$ cat src/rtl/instruction_fetch_pkg.sv
// Shared definitions for the instruction fetch stage: FSM encoding,
// default reset PC, PC increment and the word-alignment helper.
package instruction_fetch_pkg;

  typedef enum logic [1:0] {
    FS_IDLE  = 2'd0,
    FS_FETCH = 2'd1,
    FS_WAIT  = 2'd2,
    FS_HOLD  = 2'd3
  } fetch_state_t;

  localparam logic [31:0] DEFAULT_RESET_PC = 32'h0000_0000;
  localparam logic [31:0] PC_INC           = 32'd4;

  // Redirect targets are forced onto a word boundary.
  function automatic logic [31:0] word_align(input logic [31:0] addr);
    return addr & ~32'h0000_0003;
  endfunction

endpackage

$ cat src/rtl/instruction_fetch.sv
// Instruction fetch stage: owns the PC, keeps at most one word read in
// flight to instruction memory and hands each fetched word plus its PC to
// decode over a valid/ready handshake. Redirects replace the PC and any
// response still in flight for the old stream is dropped via the kill flag.
module instruction_fetch
  import instruction_fetch_pkg::*;
#(
  parameter logic [31:0] RESET_PC = DEFAULT_RESET_PC
) (
  input  logic        clk,
  input  logic        rst_n,
  input  logic        redirect,
  input  logic [31:0] redirect_pc,
  output logic        mem_req,
  output logic [31:0] mem_addr,
  input  logic        mem_ack,
  input  logic        mem_rvalid,
  input  logic [31:0] mem_rdata,
  output logic [31:0] ins,
  output logic [31:0] ins_pc,
  output logic        ins_valid,
  input  logic        ins_ready
);

  fetch_state_t state;
  logic [31:0]  pc;
  logic         kill;

  // PC, kill flag, instruction register and FSM advance together.
  always_ff @(posedge clk or negedge rst_n) begin
    // NOTE: the instruction register is reset too; it is a single word, not
    // a memory array, so clearing it costs nothing and keeps Ins defined.
    if (!rst_n) begin
      state     <= FS_IDLE;
      pc        <= RESET_PC;
      kill      <= 1'b0;
      ins       <= '0;
      ins_pc    <= '0;
      ins_valid <= 1'b0;
    end else begin
      // NOTE: non-blocking assignments throughout, so every branch below
      // reads the pre-edge PC/kill values regardless of statement order.
      unique case (state)
        FS_IDLE: begin
          if (redirect) pc <= word_align(redirect_pc);
          state <= FS_FETCH;
        end

        FS_FETCH: begin
          // A redirect alongside acceptance means the accepted read is stale.
          if (redirect) pc <= word_align(redirect_pc);
          if (mem_ack) begin
            state <= FS_WAIT;
            if (redirect) kill <= 1'b1;
          end
        end

        FS_WAIT: begin
          if (mem_rvalid) begin
            if (kill || redirect) begin
              kill  <= 1'b0;
              if (redirect) pc <= word_align(redirect_pc);
              state <= FS_FETCH;
            end else begin
              ins       <= mem_rdata;
              ins_pc    <= pc;
              pc        <= pc + PC_INC;
              ins_valid <= 1'b1;
              state     <= FS_HOLD;
            end
          end else if (redirect) begin
            pc   <= word_align(redirect_pc);
            kill <= 1'b1;
          end
        end

        FS_HOLD: begin
          // Redirect drops an unconsumed instruction; a handshake in the
          // same cycle still completes because both paths leave HOLD.
          if (redirect) pc <= word_align(redirect_pc);
          if (redirect || ins_ready) begin
            ins_valid <= 1'b0;
            state     <= FS_FETCH;
          end
        end

        default: state <= FS_IDLE;
      endcase
    end
  end

  // Memory request decode from registered state only.
  always_comb begin
    // NOTE: defaults first so no path through this block leaves an output
    // unassigned and infers a latch.
    mem_req  = 1'b0;
    mem_addr = pc;
    if (state == FS_FETCH) mem_req = 1'b1;
  end

endmodule

$ cat config.mk
export PLATFORM = sky130hd
export DESIGN_NAME = instruction_fetch
export DESIGN_NICKNAME = d
export VERILOG_FILES = /design/src/rtl/instruction_fetch_pkg.sv /design/src/rtl/instruction_fetch.sv
export SDC_FILE = /design/constraint.sdc
export NUM_CORES = 1
export LEC_CHECK = 0
export BUFFER_PORTS_ARGS = -buffer_cell sky130_fd_sc_hd__buf_4
export CAP_MARGIN = 20
export CORE_MARGIN = 1
export CORE_UTILIZATION = 40
export CTS_BUF_LIST = sky130_fd_sc_hd__clkbuf_2
export CTS_CLUSTER_DIAMETER = 80
export DETAILED_ROUTE_END_ITERATION = 16
export GPL_ROUTABILITY_DRIVEN = 0
export PLACE_DENSITY = 0.67
export SYNTH_ARGS = -nofsm -noshare
export SYNTH_HDL_FRONTEND = slang
export SYNTH_SLANG_ARGS = --single-unit
$ cat constraint.sdc
create_clock -name clk -period 4.3 [get_ports clk]
set_input_delay 0.215 -clock clk [delete_from_list [all_inputs] [get_ports clk]]
set_output_delay 0.215 -clock clk [all_outputs]
set_load 0.05 [all_outputs]
# Word-level counts from Yosys, hierarchy flattened
# Cells that the tools add are included.
dict set report word_totals {
  register_bits 100
  in_bits 70
  out_inout_bits 98
  elab_cells 45
}
dict set report op_classes {
  addsub 1
  n_eq_ne 8
  muxes 19
  bitwise 1
  reduce_logical 10
}
# op count
set op_table {}
lappend op_table {{$mux 32} 3}
lappend op_table {{$pmux 32 s2} 1}
lappend op_table {{$add 32x3->32 const B} 1}
lappend op_table {{$reduce_and 3->1} 3}
lappend op_table {{$mux 1} 8}
lappend op_table {{$mux 2} 4}
lappend op_table {{$ne 2x2->1 const B} 4}
lappend op_table {{$pmux 2 s4} 1}
lappend op_table {{$eq 2x2->1 const B} 2}
lappend op_table {{$pmux 1 s2} 2}
lappend op_table {{$reduce_and 4->1} 1}
lappend op_table {{$reduce_bool 2->1} 2}
lappend op_table {{$ne 3x3->1 const B} 1}
lappend op_table {{$reduce_or 3->1} 1}
lappend op_table {{$eq 2x1->1 const B} 1}
lappend op_table {{$logic_not 2->1} 1}
lappend op_table {{$logic_or 1x1->1} 2}
lappend op_table {{$not 1->1} 1}

# Longest topological paths before layout
# Gate-level depths: netlist (run 1).
dict set report logic_depth {
  word_depth 4
  depth_mapped 8
  depth_no_buf 6
}

# Worst setup path before layout (run 1)
# OpenSTA, ideal clock, no wires.
dict set report synth_timing {
  kind {flip-flop to flip-flop}
  from {register pc[2], in the netlist mem_addr[2]}
  to {register pc[20], in the netlist mem_addr[20]}
  setup_ns 0.070
  arrival_time_ns 2.023
  t_required_ns 4.230
  slack_ns 2.206
  stages_incl_launch_ff 8
  synth_period_minus_slack_ns 2.094
  path_cell_list {dfrtp_1 -> ha_1 -> and4b_1 -> buf_4 -> nand4_4 -> buf_6 -> or4_1 -> nand3_1}
}
dict set report synth_between {
  elab_chain_len 4
}
# element line
set synth_lines {}
lappend synth_lines {{start: declaration} instruction_fetch.sv:26} ;# logic [31:0] pc;
lappend synth_lines {{start signal: assignment} instruction_fetch.sv:45} ;# if (redirect) pc <= word_align(redirect_pc);
lappend synth_lines {{start signal: assignment} instruction_fetch.sv:51} ;# if (redirect) pc <= word_align(redirect_pc);
lappend synth_lines {{start signal: assignment} instruction_fetch.sv:62} ;# if (redirect) pc <= word_align(redirect_pc);
lappend synth_lines {{$add 32x3->32} instruction_fetch.sv:67} ;# pc <= pc + PC_INC;
lappend synth_lines {{$mux 32} instruction_fetch.sv:60} ;# if (kill || redirect) begin
lappend synth_lines {{$mux 32} instruction_fetch.sv:59} ;# if (mem_rvalid) begin
lappend synth_lines {{$pmux 32 s2} instruction_fetch.sv:43} ;# unique case (state)
# Every way passes these cells.
# A chain may end at the register's enable or synchronous reset.

# Worst setup path in the final report (run 1)
dict set report layout_timing {
  from {register state[0]}
  to {register ins[6]}
}
dict set report layout_between {
  elab_chain_len 2
}
# element line
set layout_lines {}
lappend layout_lines {{start: declaration} instruction_fetch.sv:25} ;# fetch_state_t state;
lappend layout_lines {{start signal: assignment} instruction_fetch.sv:34} ;# state <= FS_IDLE;
lappend layout_lines {{start signal: assignment} instruction_fetch.sv:46} ;# state <= FS_FETCH;
lappend layout_lines {{start signal: assignment} instruction_fetch.sv:53} ;# state <= FS_WAIT;
lappend layout_lines {{$eq 2x2->1} instruction_fetch.sv:43}
lappend layout_lines {{$reduce_and 3->1 (no line)} --}
lappend layout_lines {{end signal: assignment} instruction_fetch.sv:65} ;# ins <= mem_rdata;
lappend layout_lines {{end: declaration} instruction_fetch.sv:19} ;# output logic [31:0] ins,
# Every way passes these cells.

==> results of run 1 <==
==> power by group through the flow <==
stage / Sequential [mW] / Combinational (mW) / Clock (mW)
after floorplan: 2.30 / 0.392 / 0
after CTS: 1.39 / 1.95 / 0.457
after global placement: 1.40 / 1.86 / 0
after global routing: 1.44 / 2.03 / 0.500
final: 1.40 / 1.94 / 0.437
after detailed placement: 1.41 / 1.89 / 0
==> worst reg2reg max path: stages, from the launching register on <==
cell and delay (ns):
dfrtp_1 0.48, inv_1 0.13, ha_1 0.26, and3_2 0.65, buf_4 0.57, mux2_2 0.42
==> layer usage <==
metal / routed length (µm) / up-vias / GRT usage [%]
li1: - / 1823 / -
met1: 5090 / 1867 / 25.6
met2: 5910 / 105 / 33.6
met3: 440 / 21 / 2.95
met4: 251 / 0 / 8.69
met5: 0 / - / 0
==> repair_timing <==
action | 4_1_cts | 5_1_grt
setup buffers | 0 | 0
hold endpoints to repair | 117 | 0
hold buffers | 66 | 0
==> flip-flops by register name (all words and copies together), names as in the netlist <==
register   flops
ins_pc        32
kill           1
ins_valid      1
state          2
mem_addr      32
ins           32
==> through the flow <==
| stage | area (µm²) | hold slack (ns) | std cells |
|---|---|---|---|
| floorplan | 4530 | -0.0806 | 372 |
| global placement | 5860 | 0.306 | 660 |
| detailed placement | 5860 | 0.306 | 660 |
| CTS | 6620 | 0.0310 | 742 |
| global route | 6620 | 0.00401 | 743 |
| finish | 6620 | 0.0705 | 743 |
==> Yosys cell counts, types with 2 or more instances <==
cell type	number
nor3_1	2
inv_1	5
o211ai_1	4
nand3_1	16
nor2b_1	3
xor2_1	4
mux2_2	66
and3_2	2
buf_2	8
dfrtp_1	100
clkbuf_1	6
and4_1	4
mux2i_1	2
o21ai_0	15
nand3b_1	2
ha_1	6
a31oi_1	11
nand4_4	2
or4_1	13
nand2_1	26
or3_1	2
buf_6	3
nand4_1	9
and3_1	3
nor2_1	20
o31ai_1	9
xnor2_1	7
a21oi_1	4
==> logic make-up (layout without fill, tap and decap cells) <==
kind of cell,Yosys count,in the layout
AND/OR/NAND/NOR,113,113
flip-flops,100,100
multiplexers,68,68
AO/OA/AOI/OAI,49,49
buffers and inverters,25,255
XOR/XNOR,11,11
adder cells (fa/ha/maj),6,6
other,0,1
==> worst max path at each step <==
stage	start	to	slack, ns	depth (start not counted)
after floorplan	mem_addr[2]$_DFF_PN0_	mem_addr[20]$_DFF_PN0_	2.21	7
after global placement	state[0]$_DFFE_PN0P_	ins[0]$_DFFE_PN0P_	1.80	5
after detailed placement	state[0]$_DFFE_PN0P_	ins[6]$_DFFE_PN0P_	1.71	5
after CTS	state[0]$_DFFE_PN0P_	ins[6]$_DFFE_PN0P_	1.64	5
after global routing	state[0]$_DFFE_PN0P_	ins[19]$_DFFE_PN0P_	1.52	5
final	state[0]$_DFFE_PN0P_	ins[6]$_DFFE_PN0P_	1.70	5
==> layout make-up <==
type                       instances  area (µm²)  share of cell area, %
antenna                            1        2.50                 0.0378
clock buffer                      10        50.0                  0.756
clock inverter                     6        55.1                  0.831
inverter                           6        22.5                  0.340
multi-input combinational        247        1900                   28.7
sequential                       100        2500                   37.8
tap                              140         175                   2.64
timing repair buffer             233        1910                   28.9
==> run summary, run 1 <==
DP Worst Slack - 1.71 ns
Clock transition at path regs - 0.27 ns
post-route ant nets - 0
Critical Path Fanout Max - 41
CP top delay family - buffers and inverters
core footprint - 0.0109 mm²
Crit-path slowest cell - and3_2
Main synth FF type - dfrtp_1
DRT iter0 DRCs - 166
Post-synth EDFFs - 0
Clock power frac - 11.6%
total grt overflow - 0
via count - 3816
vias in the first global route - 3679
Peak VDD IR - 0.396 mV
ranking of synthesized cells by area - dfrtp_1 (55%), mux2_2 (16%), nand2_1 (2.2%), or4_1 (2.2%), nand3_1 (1.8%)
commonest cells after routing, fill and taps aside - buf_4 (167), dfrtp_1 (100), mux2_2 (66), dlygate4sd3_1 (66), nand2_1 (26)
Least-Margin Pin Slew - 0.694 ns
Synth Cell Area - 0.00453 mm²
clock tree buffer depth - 2
hold path cells - 3
FF+latch count, synth - 100
Synth cell types - 46
clock insertion delay at the later pin of the skew report - 0.55 ns
DR WL/cell - 15.7 µm
die width - 108 µm
Pint - 2.01 mW
pwr/cell area - 570 mW/mm²
WP data required - 4.74 ns
Comb power frac - 51.4%
cells along the critical path - inv_1 > ha_1 > and3_2 > buf_4 > mux2_2
root buf cell - clkbuf_2
Core Util, Final - 60.6%
CTS buffer count - 9
Syn Nets - 448
Resize count post-CTS - 0
cell taking the most area after synthesis - dfrtp_1
Setup CP Type - reg2reg
Reg2Reg Setup Slack - 1.70 ns
first-pass GRT wire length - 18200 µm
total power - 3.77 mW
crit path time final - 2.60 ns
I/O Pins - 168
hold wc startpoint - redirect
Compound-Gate Fraction of Synth Area - 6.90%
FF-to-FF End - ins[6]$_DFFE_PN0P_
Final WS setup - 1.70 ns
Max transition margin - 53.7%
post-synthesis async set-or-reset flop share - 100%
Buf/Inv on CP - 2
Synth top area share - 55.2%
Mapped Cells - 372
final WL - 11700 µm
Fmax achieved - 384 MHz
skew final - 0.0356 ns
Max Cap Viol - 0
# rows - 38
CP Launch Type - flip-flop
Final #Nets - 673
Starting Density - 41.5%
RSZ-0062 raised after global routing - no
outcome - complete, no violations
YS warnings - 0
Final Hold Fails - 0
most common cell after layout, fill and taps aside - buf_4
setup_tns - 0 ns
total iterations of the first detailed-routing run - 6
die height - 108 µm
crit-path max cell delay - 0.64 ns
adder-cell share of the synthesized area - 1.66%
register share of total power - 37.0%
post-DP HPWL - 7730 µm
initial antenna violation count - 1
reg2reg path depth - 5
switch share - 46.6%
Setup Viol. Count Final - 0
Hold EP - mem_addr[18]$_DFF_PN0_
Min-Delay Path Class - in2reg
# port buffers - 165
Final Max Tran Viols - 0
Crit Reg-Reg Startpoint - state[0]$_DFFE_PN0P_
DRC - 0
Pleak - 3.13 nW
net switching power - 1.76 mW
post-synthesis sequential area ratio - 55.2%
gr usage total - 20.0%
Via density - 5.14
CTS tree - done
largest net degree at the start of global routing - 55
Worst Setup End Kind - flip-flop
H-tree depth - 3
clk sinks - 100
layout cell share with drive strength beyond 1 - 42.4%
post-synthesis xor/xnor area fraction - 2.13%
Synth Area in Simple Gates - 14.4%
# fillers - 916
largest family of logic cells by synthesized area - multiplexers
P&R area growth vs syn - 46.1%
Worst EP arrival - 3.04 ns
Synth Area per Inst - 12.2 µm²
multiplexer area fraction after synthesis - 16.8%
fin crit share - 60.5%
die area - 0.0118 mm²
No activity file was read; power rests on OpenSTA's default activity.
==> inputs of run 2 (changes only) <==
==> constraint.sdc (replaced) <==
create_clock -name clk -period 2.7 [get_ports clk]
set_input_delay 0.135 -clock clk [delete_from_list [all_inputs] [get_ports clk]]
set_output_delay 0.135 -clock clk [all_outputs]
set_load 0.05 [all_outputs]
==> run 2 against run 1 <==
Net effect: first-iteration DRC count increased by 8.4%; die area did not move; count of clock-buffer cells in the layout decreased by 1; cell count rose by 3.8%; sequential power up 59%; critical path type unchanged; via count rose by 4.0%; non-clock buffer count grew 28.
==> run summary, run 2 (synthesis results as in run 1) <==
clock tree buffer depth - 2 (unchanged)
# rows - 38 (unchanged)
Crit-path slowest cell - dlygate4sd3_1 (was and3_2)
CP Launch Type - flip-flop (unchanged)
Worst Setup End Kind - flip-flop (unchanged)
initial antenna violation count - 1 (unchanged)
DR WL/cell - 15.9 µm (was 15.7 µm)
Via density - 5.15 (was 5.14)
CTS tree - done (unchanged)
Worst EP arrival - 2.84 ns (was 3.04 ns)
Buf/Inv on CP - 2 (unchanged)
CP top delay family - simple AND/OR/NAND/NOR gates (was buffers and inverters)
Setup CP Type - reg2reg (unchanged)
DRT iter0 DRCs - 180 (was 166)
most common cell after layout, fill and taps aside - buf_4 (unchanged)
cells along the critical path - inv_1 > ha_1 > and3b_1 > and4_1 > xnor2_1 > o21ai_0 > dlygate4sd3_1 (was inv_1 > ha_1 > and3_2 > buf_4 > mux2_2)
vias in the first global route - 3995 (was 3679)
clk sinks - 100 (unchanged)
crit-path max cell delay - 0.56 ns (was 0.64 ns)
WP data required - 3.18 ns (was 4.74 ns)
area post-placement - 0.00587 mm² (was 0.00586 mm²)
FF-to-FF End - mem_addr[11]$_DFF_PN0_ (was ins[6]$_DFFE_PN0P_)
fin crit share - 87.1% (was 60.5%)
final WL - 12300 µm (was 11700 µm)
H-tree depth - 3 (unchanged)
Starting Density - 41.5% (unchanged)
die width - 108 µm (unchanged)
Pleak - 3.22 nW (was 3.13 nW)
Final Instance Area - 0.00689 mm² (was 0.00662 mm²)
commonest cells after routing, fill and taps aside - buf_4 (169), dfrtp_1 (100), dlygate4sd3_1 (92) (was buf_4 (167), dfrtp_1 (100), mux2_2 (66), dlygate4sd3_1 (66), nand2_1 (26))
CTS buffer count - 9 (unchanged)
Crit Reg-Reg Startpoint - state[0]$_DFFE_PN0P_ (unchanged)
total iterations of the first detailed-routing run - 5 (was 6)
Max transition margin - 39.0% (was 53.7%)
post-DP HPWL - 7900 µm (was 7730 µm)
# port buffers - 165 (unchanged)
root buf cell - clkbuf_2 (unchanged)
layout cell share with drive strength beyond 1 - 41.3% (was 42.4%)
Max Cap Viol - 0 (unchanged)
DRC - 0 (unchanged)
outcome - complete, no violations (unchanged)
Final Max Tran Viols - 0 (unchanged)
Least-Margin Pin Slew - 0.915 ns (was 0.694 ns)
largest net degree at the start of global routing - 72 (was 55)
skew final - 0.0263 ns (was 0.0356 ns)
Clock transition at path regs - 0.26 ns (was 0.27 ns)
Reg2Reg Setup Slack - 0.35 ns (was 1.70 ns)
Fmax achieved - 425 MHz (was 384 MHz)
Final Hold Fails - 0 (unchanged)
Final Hold Slack - 0.0755 ns (was 0.0705 ns)
post-route ant nets - 0 (unchanged)
gr usage total - 21.2% (was 20.0%)
die height - 108 µm (unchanged)
pwr/cell area - 875 mW/mm² (was 570 mW/mm²)
Setup Viol. Count Final - 0 (unchanged)
CP endpoint - mem_addr[11]$_DFF_PN0_ (was ins[6]$_DFFE_PN0P_)
Final #Nets - 701 (was 673)
crit path time final - 2.35 ns (was 2.60 ns)
Critical Path Fanout Max - 7 (was 41)
RSZ-0062 raised after global routing - no (unchanged)
Core Util, Final - 63.0% (was 60.6%)
die area - 0.0118 mm² (unchanged)
Peak VDD IR - 0.711 mV (was 0.396 mV)
I/O Pins - 168 (unchanged)
clock insertion delay at the later pin of the skew report - 0.57 ns (was 0.55 ns)
setup_tns - 0 ns (unchanged)
Worst Setup SP - state[0]$_DFFE_PN0P_ (unchanged)
Stages on worst setup path - 7 (was 5)
Min-Delay Path Class - in2reg (unchanged)
reg2reg path depth - 7 (was 5)
total grt overflow - 0 (unchanged)
via count - 3968 (was 3816)
P&R area growth vs syn - 52.0% (was 46.1%)
core footprint - 0.0109 mm² (unchanged)
# fillers - 904 (was 916)
first-pass GRT wire length - 19200 µm (was 18200 µm)
run 2: cell count changes in the layout (fill, tap and decap cells not counted), sizes merged, moves of 2 or more:
cell	previous run	this run
dlygate4sd3	66	92
inv	6	8
clkinv	5	3
buf	167	169
clkinvlp	0	2
run 2: area by class of cell:
class                           instances  area (µm²)  area share, %
Timing Repair Buffer                  261        2190           31.8
Multi-Input combinational cell        247        1900           27.6
Inverter                                6        22.5          0.327
Clock buffer                            9        45.0          0.654
Tap cell                              140         175           2.54
Clock inverter                          7        51.3          0.745
Sequential cell                       100        2500           36.3
Antenna cell                            1        2.50         0.0363
run 2: how the worst min path moves through the flow:
stage,start,to,cells past startpoint
global placement,rst_n,ins_pc[16]$_DFFE_PN0P_,1
detailed placement,rst_n,mem_addr[16]$_DFF_PN0_,1
floorplan,rst_n,ins[0]$_DFFE_PN0P_,0
CTS,mem_rvalid,state[0]$_DFFE_PN0P_,4
global route,mem_rvalid,state[0]$_DFFE_PN0P_,4
finish,mem_rvalid,state[0]$_DFFE_PN0P_,4
run 2: per-stage QoR:
step | worst slack [ns] | instances | power [mW]
after detailed placement | 0.457 | 662 | 5.28
after global placement | 0.528 | 662 | 5.20
final | 0.347 | 771 | 6.03
after floorplan | 0.606 | 372 | 4.29
after global routing | 0.142 | 771 | 6.32
after CTS | 0.345 | 770 | 6.06
run 2: timing repair:
item,in CTS,in global routing
hold buffers,92,0
resized for setup,0,0
setup buffers,0,0
endpoints found under the hold margin,136,0
run 2: routing by layer:
metal	vias to the layer above	part of all wire, %	track usage (%)
li1	1875	-	-
met1	1973	42	25.3
met2	100	53	38.2
met3	20	3.3	2.41
met4	0	2.2	9.65
met5	-	0	0
run 2: worst min-delay path: cells and delay by family:
family | cells | cell delay, ns
AO/OA/AOI/OAI | 2 | 0.23
buffers and inverters | 1 | 0.14
multiplexers | 1 | 0.12
run 2: power by group:
part / total (mW) / switching (mW) / leakage [nW] / internal (mW)
combinational: 3.15 / 2.04 / 1.91 / 1.11
sequential: 2.23 / 0.305 / 1.26 / 1.92
clock: 0.652 / 0.525 / 0.0587 / 0.127
